==> config.mk <==
export PLATFORM = sky130hd
export DESIGN_NAME = alu_pipe
export DESIGN_NICKNAME = d
export VERILOG_FILES = /design/src/rtl/alu_pipe.sv
export SDC_FILE = /design/constraint.sdc
export NUM_CORES = 1
export LEC_CHECK = 0
export CORE_MARGIN = 2
export CORE_UTILIZATION = 54
export DETAILED_ROUTE_END_ITERATION = 8
export PLACE_DENSITY = 0.77
export SYNTH_ARGS = -nofsm -noshare
export SYNTH_HDL_FRONTEND = slang
export SYNTH_SLANG_ARGS = --single-unit
==> constraint.sdc <==
create_clock -name clk -period 3.1 [get_ports clk]
set_clock_uncertainty 0.15 [all_clocks]
set_input_delay 0.465 -clock clk [delete_from_list [all_inputs] [get_ports clk]]
set_output_delay 0.465 -clock clk [all_outputs]
set_load 0.01 [all_outputs]
==> src/rtl/alu_pipe.sv <==
// Registered ALU with a valid/ready handshake. Single-cycle ops deliver one cycle after accept;
// MUL runs a WIDTH-step shift-and-add sequence and delivers WIDTH+1 cycles after accept.
module alu_pipe #(
  parameter int WIDTH = 8
) (
  input  logic             clk,
  input  logic             rst,
  input  logic             in_valid,
  output logic             in_ready,
  input  logic [7:0]       word,
  input  logic [WIDTH-1:0] in1,
  input  logic [WIDTH-1:0] in2,
  output logic             out_valid,
  input  logic             out_ready,
  output logic [WIDTH-1:0] out,
  output logic [3:0]       alu_flagReg,
  output logic             busy
);

  localparam int SHW = $clog2(WIDTH);
  localparam int CW  = $clog2(WIDTH + 1);

  typedef enum logic [1:0] {IDLE, MUL, DONE} state_t;

  state_t             state;
  logic [3:0]         op;
  logic               accept;
  logic               is_mul;
  logic [WIDTH:0]     sum;
  logic [WIDTH:0]     diff;
  logic [SHW-1:0]     amt;
  logic               amt_big;
  logic [WIDTH-1:0]   res_p0;
  logic [3:0]         flg_p0;
  logic               c_p0;
  logic               v_p0;
  logic               cmp_p0;
  logic [2*WIDTH-1:0] acc;
  logic [2*WIDTH-1:0] mcand;
  logic [WIDTH-1:0]   mplier;
  logic [CW-1:0]      cnt;
  logic               unused_bits;

  assign op          = word[7:4];
  assign unused_bits = ^word[3:0];
  assign in_ready    = (state == IDLE) && (!out_valid || out_ready);
  assign accept      = in_valid && in_ready;
  assign is_mul      = (op == 4'b0001);
  assign sum         = {1'b0, in1} + {1'b0, in2};
  assign diff        = {1'b0, in2} - {1'b0, in1};
  assign amt         = in1[SHW-1:0];
  assign amt_big     = (int'(amt) >= WIDTH);

  // Stage p0: combinational evaluation of every single-cycle opcode
  always_comb begin
    res_p0 = in2;
    c_p0   = 1'b0;
    v_p0   = 1'b0;
    cmp_p0 = 1'b0;
    case (op)
      4'b0100, 4'b1100: begin
        res_p0 = sum[WIDTH-1:0];
        c_p0   = sum[WIDTH];
        v_p0   = (in1[WIDTH-1] == in2[WIDTH-1]) && (sum[WIDTH-1] != in1[WIDTH-1]);
      end
      4'b0101, 4'b1101: begin
        res_p0 = diff[WIDTH-1:0];
        c_p0   = diff[WIDTH];
        v_p0   = (in1[WIDTH-1] != in2[WIDTH-1]) && (diff[WIDTH-1] != in2[WIDTH-1]);
      end
      4'b0110, 4'b1110: res_p0 = in1 & in2;
      4'b1000, 4'b1001: res_p0 = in1 | in2;
      4'b1010, 4'b1011: res_p0 = in1 ^ in2;
      4'b0111, 4'b1111: begin
        res_p0 = diff[WIDTH-1:0];
        c_p0   = (in1 < in2);
        cmp_p0 = 1'b1;
      end
      4'b0010: res_p0 = amt_big ? '0 : (in2 << amt);
      4'b0011: res_p0 = amt_big ? '0 : (in2 >> amt);
      default: res_p0 = in2;
    endcase
    // CMP reports equality on the operands rather than on the difference
    flg_p0 = {v_p0,
              cmp_p0 ? 1'b0 : res_p0[WIDTH-1],
              c_p0,
              cmp_p0 ? (in1 == in2) : (res_p0 == '0)};
  end

  // Stage p1: result/flag registers, handshake and multiply sequencer
  always_ff @(posedge clk) begin
    if (!rst) begin
      state       <= IDLE;
      out         <= '0;
      alu_flagReg <= '0;
      out_valid   <= 1'b0;
      busy        <= 1'b0;
      acc         <= '0;
      mcand       <= '0;
      mplier      <= '0;
      cnt         <= '0;
    end else begin
      if ((state == DONE) || (accept && !is_mul))
        out_valid <= 1'b1;
      else if (out_ready)
        out_valid <= 1'b0;

      case (state)
        IDLE: begin
          if (accept) begin
            if (is_mul) begin
              state  <= MUL;
              busy   <= 1'b1;
              acc    <= '0;
              mcand  <= {{WIDTH{1'b0}}, in2};
              mplier <= in1;
              cnt    <= '0;
            end else begin
              out         <= res_p0;
              alu_flagReg <= flg_p0;
            end
          end
        end
        MUL: begin
          if (mplier[0])
            acc <= acc + mcand;
          mcand  <= mcand << 1;
          mplier <= mplier >> 1;
          if (cnt == CW'(WIDTH - 1)) begin
            state <= DONE;
            busy  <= 1'b0;
          end else begin
            cnt <= cnt + 1'b1;
          end
        end
        DONE: begin
          out         <= acc[WIDTH-1:0];
          alu_flagReg <= {1'b0, acc[WIDTH-1], |acc[2*WIDTH-1:WIDTH], acc[WIDTH-1:0] == '0};
          state       <= IDLE;
        end
        default: state <= IDLE;
      endcase
    end
  end

endmodule

==> results.json <==
{
  "hp-class": "reg2reg",
  "seq_area_sq_um": 1200,
  "first_pass_iters": 5,
  "core-area_sq_um": 9110,
  "clk_latency_ps": 340,
  "final_cell_mix": "104 x buf_4, 60 x dfxtp_1, 52 x nand2_1, 37 x ha_1, 37 x clkdlybuf4s50_1",
  "fin_area_sq_um": 6460,
  "grt_overflow_total": 0,
  "crit_chain": "clkdlybuf4s50_1, clkinv_1, ha_2, a21o_1, a21oi_2, o21ai_1, o221ai_1, a22o_1, o32ai_2, buf_4, o21ai_0, and2_1",
  "pwr_density_cell_nw_per_um2": 361,
  "die_w_um": 100,
  "fmax_ghz": 0.336,
  "multi_input_comb_area_sq_um": 3570,
  "synthFlopType": "dfxtp_1",
  "fin_crit_ps": 2980,
  "grt_pass1_wl_um": 26100,
  "worst-path-buf-inv": 3,
  "area_delta_synth_final_pct": 29.8,
  "cp-end-kind": "flop",
  "syn-cell-area_sq_um": 4980,
  "crit_path_max_incr_delay_ps": 490,
  "avgSynthCellArea_sq_um": 8.30,
  "cts_inserted_buffers": 9,
  "worstPathRequired_ps": 3180,
  "finalMaxSlewViolations": 0,
  "critPathArrivalTime_ps": 3060,
  "viasPerCell": 6.41,
  "p_leak_nw": 2.89,
  "clockBufferDepth": 2,
  "ant_nets": 0,
  "cts_hold_buf": 0,
  "cp_top_family": "compound AO/OA/AOI/OAI gates",
  "initial_core_util_pct": 54.7,
  "power_mw": 2.33,
  "row_count": 35,
  "ir_worst_vdd_mv": 0.345,
  "syn_inst": 600,
  "via_count": 5324,
  "pin_count": 43,
  "layout.nets": 787,
  "start_kind": "primary input",
  "port_buffers": 38,
  "layout_commonest_cell": "buf_4",
  "cts.clk_slew.worst_paths_ps": 70,
  "dieArea_sq_um": 10000,
  "ys_seq_area_share_pct": 24.1,
  "gp_congestion": 0.959,
  "fin_crit_sh_pct": 96.0,
  "worst_pin_slew_ps": 655,
  "cts_tree": "built",
  "fin_tns_setup_ps": 0,
  "syn_nets": 672,
  "routed_wl_um": 16400,
  "crit_slowest_cell": "clkdlybuf4s50_1",
  "fp.dieH_um": 100,
  "path_class": "in2reg",
  "fillCellCount": 727,
  "drc_errors": 0,
  "outcome": "complete, no violations",
  "wl_per_cell_um": 19.8,
  "synth_cell_types": 74,
  "hold_violations": 0,
  "dp_hpwl_um": 12600,
  "synth_edf_count": 0,
  "cts_setup_buffers": 0,
  "grt_pass1_vias": 4913,
  "drive_above_1_share_pct": 21.8,
  "utilization_pct": 70.9,
  "ys_warn_count": 0,
  "grt_antenna_before_repair": 0,
  "worstPathMaxFanout": 5,
  "cts.sinks": 60,
  "drtIter0Drc": 398,
  "h-tree-depth": 3,
  "grt.total_usage_pct": 33.4,
  "ys_ff_latch": 60,
  "relSlewSlack_pct": 56.3,
  "finalSetupViolCount": 0,
  "grt_max_degree": 61,
  "async_flop_share_pct": 0,
  "cts_root_buf": "clkbuf_8",
  "placed_area_sq_um": 6120,
  "diodes": 0,
  "drv_cap": 0
}
## worst min-delay path, stage by stage, from the launching register on
cell and delay, ps:
dfxtp_1 320, nand2_1 50, a21boi_1 50
## per-stage QoR
| stage | setup slack (ps) | instances | hold WS (ps) |
|---|---|---|---|
| after global placement | -365 | 815 | 295 |
| after global routing | -41.7 | 831 | 336 |
| after floorplan | 171 | 600 | 322 |
| after detailed placement | -408 | 815 | 310 |
| after CTS | 38.7 | 831 | 323 |
| final | 123 | 831 | 320 |
## area by class of cell
type	instances	area share, %
Clock buffer	10	2.13
Clock inverter	6	1.72
Multi-Input combinational cell	475	55.3
Inverter	25	1.45
Timing Repair Buffer	144	18.6
Sequential cell	60	18.6
Tap cell	111	2.15
## what timing repair did
action | CTS | global route
setup endpoints to repair | 2 | 10
resized for setup | 2 | 21
pin swaps | 0 | 2
## where the power goes
part / switching (mW) / internal, mW / leakage [nW] / total [mW]
clock network: 0.325 / 0.556 / 0.122 / 0.880
logic: 0.325 / 0.320 / 2.28 / 0.645
registers: 0.0154 / 0.793 / 0.486 / 0.809
## cell usage after synthesis (13+ instances only)
cell	instances	area (sq um)
inv_1	24	90.1
nand2_1	52	195
a22oi_1	17	128
o21ai_0	32	160
a21o_1	13	97.6
nand3_1	16	80.1
nor2b_1	27	169
nor2_1	31	116
ha_1	41	513
o211ai_1	20	150
o211a_1	15	150
clkbuf_1	23	86.3
a21oi_1	28	140
dfxtp_1	60	1200
## flip-flops by register name, indices dropped and copies added (netlist names)
| signal | cells |
|---|---|
| out_valid | 1 |
| mplier | 8 |
| state | 2 |
| alu_flagReg | 4 |
| out | 8 |
| cnt | 4 |
| mcand | 16 |
| acc | 16 |
| busy | 1 |
## metal layers
layer | up-vias | part of all wire [%] | track usage, %
met5 | - | 0 | 0
met4 | 0 | 2.5 | 8.85
met3 | 41 | 7.2 | 6.62
met2 | 230 | 45 | 51.0
met1 | 2567 | 45 | 48.4
li1 | 2486 | - | -
## logic make-up after synthesis
family                   count (synthesis)  synth area share, %
flip-flops                              60                 24.1
XOR/XNOR                                17                 2.99
AND/OR/NAND/NOR                        188                 19.7
buffers and inverters                   65                 5.68
adder cells (fa/ha/maj)                 44                 11.5
AO/OA/AOI/OAI                          207                 30.6
multiplexers                            19                 5.40
## path summary, 6_finish.rpt
kind                                    start                           to  slack [ps]  depth (start not counted)
setup / recovery                       in1[2]          out[6]$_SDFFE_PN0P_         120                         12
hold / removal    alu_flagReg[3]$_SDFFE_PN0P_  alu_flagReg[3]$_SDFFE_PN0P_         320                          2
setup reg to reg          acc[0]$_SDFFE_PN0P_         acc[14]$_SDFFE_PN0P_         200                         10
hold reg to reg   alu_flagReg[3]$_SDFFE_PN0P_  alu_flagReg[3]$_SDFFE_PN0P_         320                          2
No activity file was read; power rests on OpenSTA's default activity.
